### src/rtl/rc4_ksa_engine.sv
// RC4 key-scheduling engine: fills the S memory with the identity permutation,
// then runs the KSA swap loop over it. Every output is a register.
module rc4_ksa_engine #(
  parameter int KEY_BYTES = 3
) (
  input  logic                   clock,
  input  logic                   reset_n,
  input  logic                   start,
  output logic                   done,
  input  logic [8*KEY_BYTES-1:0] secret_key,
  output logic [7:0]             address,
  output logic [7:0]             data,
  output logic                   wren,
  input  logic [7:0]             q
);

  localparam int KW = (KEY_BYTES > 1) ? $clog2(KEY_BYTES) : 1;
  localparam logic [KW-1:0] K_LAST = KW'(KEY_BYTES - 1);

  typedef enum logic [3:0] {
    S_IDLE  = 4'd0,
    S_FILL  = 4'd1,
    S_RD_I  = 4'd2,
    S_CAP_I = 4'd3,
    S_RD_J  = 4'd4,
    S_CAP_J = 4'd5,
    S_WR_I  = 4'd6,
    S_WR_J  = 4'd7,
    S_DONE  = 4'd8
  } state_t;

  state_t            state_q;
  logic [7:0]        i_q;
  logic [7:0]        j_q;
  logic [KW-1:0]     k_q;
  logic [7:0]        si_q;
  logic [7:0]        address_q;
  logic [7:0]        data_q;
  logic              wren_q;
  logic              done_q;
  logic [7:0]        j_d;

  // Key byte k, counted from the most significant byte of the key.
  function automatic logic [7:0] key_byte(input logic [8*KEY_BYTES-1:0] key,
                                          input logic [KW-1:0] k);
    logic [7:0] r;
    r = 8'd0;
    for (int n = 0; n < KEY_BYTES; n++) begin
      if (k == KW'(n)) r = key[8*(KEY_BYTES-1-n) +: 8];
    end
    return r;
  endfunction

  assign j_d = j_q + q + key_byte(secret_key, k_q);

  // Control FSM; outputs are registered alongside the state they belong to.
  always_ff @(posedge clock) begin
    if (!reset_n) begin
      state_q   <= S_IDLE;
      i_q       <= 8'd0;
      j_q       <= 8'd0;
      k_q       <= '0;
      si_q      <= 8'd0;
      address_q <= 8'd0;
      data_q    <= 8'd0;
      wren_q    <= 1'b0;
      done_q    <= 1'b0;
    end else begin
      case (state_q)
        S_IDLE: begin
          wren_q <= 1'b0;
          done_q <= 1'b0;
          if (start) begin
            state_q   <= S_FILL;
            i_q       <= 8'd0;
            j_q       <= 8'd0;
            address_q <= 8'd0;
            data_q    <= 8'd0;
            wren_q    <= 1'b1;
          end
        end
        S_FILL: begin
          if (i_q == 8'd255) begin
            state_q   <= S_RD_I;
            i_q       <= 8'd0;
            k_q       <= '0;
            address_q <= 8'd0;
            wren_q    <= 1'b0;
          end else begin
            i_q       <= i_q + 8'd1;
            address_q <= i_q + 8'd1;
            data_q    <= i_q + 8'd1;
            wren_q    <= 1'b1;
          end
        end
        S_RD_I: state_q <= S_CAP_I;
        S_CAP_I: begin
          si_q      <= q;
          j_q       <= j_d;
          address_q <= j_d;
          state_q   <= S_RD_J;
        end
        S_RD_J: state_q <= S_CAP_J;
        S_CAP_J: begin
          // data_q holds S[j] for the WR_I write; no separate latch is needed.
          address_q <= i_q;
          data_q    <= q;
          wren_q    <= 1'b1;
          state_q   <= S_WR_I;
        end
        S_WR_I: begin
          address_q <= j_q;
          data_q    <= si_q;
          wren_q    <= 1'b1;
          state_q   <= S_WR_J;
        end
        S_WR_J: begin
          wren_q <= 1'b0;
          if (i_q == 8'd255) begin
            done_q  <= 1'b1;
            state_q <= S_DONE;
          end else begin
            i_q       <= i_q + 8'd1;
            k_q       <= (k_q == K_LAST) ? '0 : k_q + KW'(1);
            address_q <= i_q + 8'd1;
            state_q   <= S_RD_I;
          end
        end
        S_DONE: begin
          wren_q <= 1'b0;
          if (!start) begin
            done_q  <= 1'b0;
            state_q <= S_IDLE;
          end
        end
        default: begin
          state_q <= S_IDLE;
          wren_q  <= 1'b0;
          done_q  <= 1'b0;
        end
      endcase
    end
  end

  assign address = address_q;
  assign data    = data_q;
  assign wren    = wren_q;
  assign done    = done_q;

endmodule

### config.mk
export PLATFORM = sky130hd
export DESIGN_NAME = rc4_ksa_engine
export DESIGN_NICKNAME = d
export VERILOG_FILES = /design/src/rtl/rc4_ksa_engine.sv
export SDC_FILE = /design/constraint.sdc
export NUM_CORES = 1
export LEC_CHECK = 0
export BUFFER_PORTS_ARGS = -buffer_cell sky130_fd_sc_hd__buf_2
export CAP_MARGIN = 10
export CORE_MARGIN = 3
export CORE_UTILIZATION = 35
export CTS_CLUSTER_DIAMETER = 150
export CTS_CLUSTER_SIZE = 8
export DETAILED_ROUTE_END_ITERATION = 7
export GPL_TIMING_DRIVEN = 0
export PLACE_DENSITY = 0.51
export SYNTH_ARGS = -nofsm -noshare
export SYNTH_HDL_FRONTEND = slang
export SYNTH_SLANG_ARGS = --single-unit
### constraint.sdc
create_clock -name clock -period 3.65 [get_ports clock]
set_input_delay 0 -clock clock [delete_from_list [all_inputs] [get_ports clock]]
set_output_delay 0 -clock clock [all_outputs]
set_load 0.1 [all_outputs]
==> results.sh <==
export IMPL_synth_edff_count=0
export IMPL_cts_sinks=48
export IMPL_switchingPower_uw=336
export IMPL_diodes=0
export IMPL_regArea_um2=961
export IMPL_cp_max_fo=10
export IMPL_multi_input_area_um2=1910
export IMPL_yosys_warnings=0
export IMPL_slew_violations=0
export IMPL_post_drt_wl_per_cell_um=17.2
export IMPL_gr_usage_all_layers_pct=19.9
export IMPL_ys_types=63
export IMPL_setup_slack_ps=291
export IMPL_drive_gt1_share_pct=21.0
export IMPL_hp_start="q[2]"
export IMPL_synth_cells=373
export IMPL_cts_tree="done"
export IMPL_fin_area_um2=3610
export IMPL_cp_end_kind="flop"
export IMPL_die_x_um=99.0
export IMPL_die_h_um=99.0
export IMPL_core_rowCount=33
export IMPL_hold_ws_ps=3.63
export IMPL_pre_cts_ws_ps=33.2
export IMPL_synth_top_area_share_pct=31.8
export IMPL_period_share_pct=92.0
export IMPL_clock_latency_ps=310
export IMPL_root_buffer="clkbuf_8"
export IMPL_totalWireLength_um=9350
export IMPL_die_area_um2=9800
export IMPL_syn_to_final_growth_pct=19.5
export IMPL_power_density_nw_per_um2=335
export IMPL_yosys_area_top_type="dfxtp_1"
export IMPL_hpwl_um=7230
export IMPL_htreeDepth=2
export IMPL_crit_required_ps=3830
export IMPL_syn_num_nets=423
export IMPL_cts_buffers=5
export IMPL_hp_class="in2reg"
export IMPL_path_cells="clkbuf_4 -> mux2i_1 -> o21ai_0 -> fa_1 -> ha_1 -> inv_1 -> fa_1 -> nor2b_1 -> o31a_1 -> o31a_1 -> xnor2_1 -> a211oi_1 -> nor3_1"
export IMPL_io_buffers=51
export IMPL_clockBufferDepth=2
export IMPL_grt_max_degree=15
export IMPL_synth_seq_cells=48
export IMPL_post_route_min_period_ps=3360
export IMPL_start_kind="flop"
export IMPL_grt_pass1_wl_um=15400
export IMPL_syn_area_um2=3030
export IMPL_vias=2959
export IMPL_first_pass_iters=4
export IMPL_setup_viol=0
export IMPL_syn_area_per_cell_um2=8.11
export IMPL_drc=0
export IMPL_grt_pass1_vias=2976
export IMPL_ys_top_cells_by_area="dfxtp_1 32%, nand2_1 7.3%, a21oi_1 6.1%"
export IMPL_worstSetupStartpoint="k_q[0]$_SDFFE_PN0P_"
export IMPL_worst_pin_slew_ps=624
export IMPL_ios=53
export IMPL_peakVddDrop_mv=0.137
export IMPL_final_setup_skew_ps=5.76
export IMPL_place_gp_congestion=0.860
export IMPL_slew_headroom_pct=58.4
export IMPL_ant_nets=0
export IMPL_antenna_found_initial=0
export IMPL_start_util_pct=36.5
export IMPL_hold_violations=0
export IMPL_num_nets_final=488
export IMPL_p_leak_uw=0.00146
export IMPL_yosysSeqAreaShare_pct=31.8
export IMPL_status="completed"
export IMPL_drv_cap=0
export IMPL_slowest_delay_ps=510
export IMPL_seqPwrFrac_pct=44.1
export IMPL_totalPowerFinal_uw=1210
export IMPL_swShare_pct=27.7
export IMPL_path_class="reg2reg"
export IMPL_vias_per_cell=5.45
export IMPL_core_area_um2=8300
export IMPL_drt_first_iter_violations=142
export IMPL_yosys_most_used_dff="dfxtp_1"
export IMPL_internal_power_uw=875
export IMPL_combPwrFrac_pct=17.8
export IMPL_grt_overflow=0
export IMPL_cp_data_arrival_time_ps=3540
export IMPL_crit_slowest_cell="fa_1"
export IMPL_placed_area_um2=3410
export IMPL_clock_fmax_ghz=0.298
export IMPL_r2r_start="k_q[0]$_SDFFE_PN0P_"
export IMPL_clkSlewWorstSetupHoldPaths_ps=90
export IMPL_synthArstFlopShare_pct=0
export IMPL_nFillCells=865
export IMPL_pwr_share_clk_pct=38.2
export IMPL_rsz0062_at_grt="no"
==> path summary, 6_finish.rpt <==
| kind | endpoint | slack (ps) | depth (start not counted) |
|---|---|---|---|
| max | address[7]$_SDFFE_PN0P_ | 290 | 13 |
| min | si_q[2]$_SDFFE_PN0P_ | 4 | 3 |
| max reg2reg | address[7]$_SDFFE_PN0P_ | 290 | 13 |
| min reg2reg | data[4]$_SDFFE_PN0P_ | 460 | 2 |
==> Yosys cell counts, drive strengths merged (9+ instances only) <==
cell type	n
a21oi	39
a22oi	13
buf	15
clkbuf	9
dfxtp	48
inv	9
nand2	59
nand3	11
nor2	34
nor3	9
o21ai	22
xnor2	9
==> what timing repair did <==
action / 4_1_cts / 5_1_grt
resized for setup: 1 / 1
hold endpoints to repair: 7 / 0
setup buffers: 0 / 0
hold buffers: 7 / 0
setup endpoints to repair: 1 / 2
==> cell usage in the layout (no fill, tap or decap), types with 3 or more instances in the layout <==
cell	count
nor2_1	33
ha_1	7
nor3_1	5
xor2_1	4
fa_1	8
mux2i_1	8
nand2_1	59
a21oi_1	37
clkbuf_1	8
a31oi_1	4
a211oi_1	7
nor3_4	3
inv_1	9
dlygate4sd3_1	7
xnor2_1	9
nor2b_1	6
and2_1	5
a22oi_1	13
o31a_1	3
dfxtp_1	48
nand3_1	11
a221oi_1	3
o21ai_0	18
clkbuf_8	5
buf_2	62
or3_1	3
==> sequential cells by signal, summed over array words and instances, names as in the netlist <==
name and count:
data 8, k_q 2, wren 1, address 8
done 1, state_q 4, si_q 8, j_q 8
i_q 8
==> per-stage QoR <==
| stage | TNS, ps | std cells | utilization, % |
|---|---|---|---|
| global route | 0 | 543 | 43.6 |
| detailed placement | 0 | 529 | 41.1 |
| global placement | -19.6 | 529 | 41.1 |
| CTS | 0 | 543 | 43.5 |
| finish | 0 | 543 | 43.6 |
| floorplan | 0 | 373 | - |
==> power by group through the flow <==
stage	logic, uW	registers (uW)	clock network [uW]
CTS	216	534	470
finish	215	534	462
detailed placement	209	546	0
global placement	208	546	0
floorplan	114	575	0
global route	238	535	488
==> critical path: cells and delay by family (launching register included) <==
family,cells,cell delay [ps]
XOR/XNOR,1,110
buffers and inverters,2,330
flip-flops,1,400
adder cells (fa/ha/maj),3,1130
AND/OR/NAND/NOR,2,250
AO/OA/AOI/OAI,4,810
multiplexers,1,200
==> layout make-up <==
type                    instances  area share, %
repair buffers                 58           9.00
multi-input cells             292           52.8
well taps                     105           3.63
clock inverters                 2           1.66
plain buffers                  24           3.53
inverters                       9          0.935
flip-flops and latches         48           26.6
clock buffers                   5           1.90
==> routing by layer <==
metal | share of wire [%] | track usage (%)
met4 | 1.9 | 5.57
met1 | 47 | 27.1
met3 | 4.4 | 3.04
met5 | 0 | 0
met2 | 47 | 32.7
==> cells by family after synthesis <==
kind of cell / after synthesis / synth area share, %
AO/OA/AOI/OAI: 111 / 24.4
XOR/XNOR: 13 / 3.76
adder cells (fa/ha/maj): 15 / 8.19
buffers and inverters: 33 / 5.21
flip-flops: 48 / 31.8
multiplexers: 8 / 2.65
AND/OR/NAND/NOR: 145 / 24.1
No activity file was read; power rests on OpenSTA's default activity.
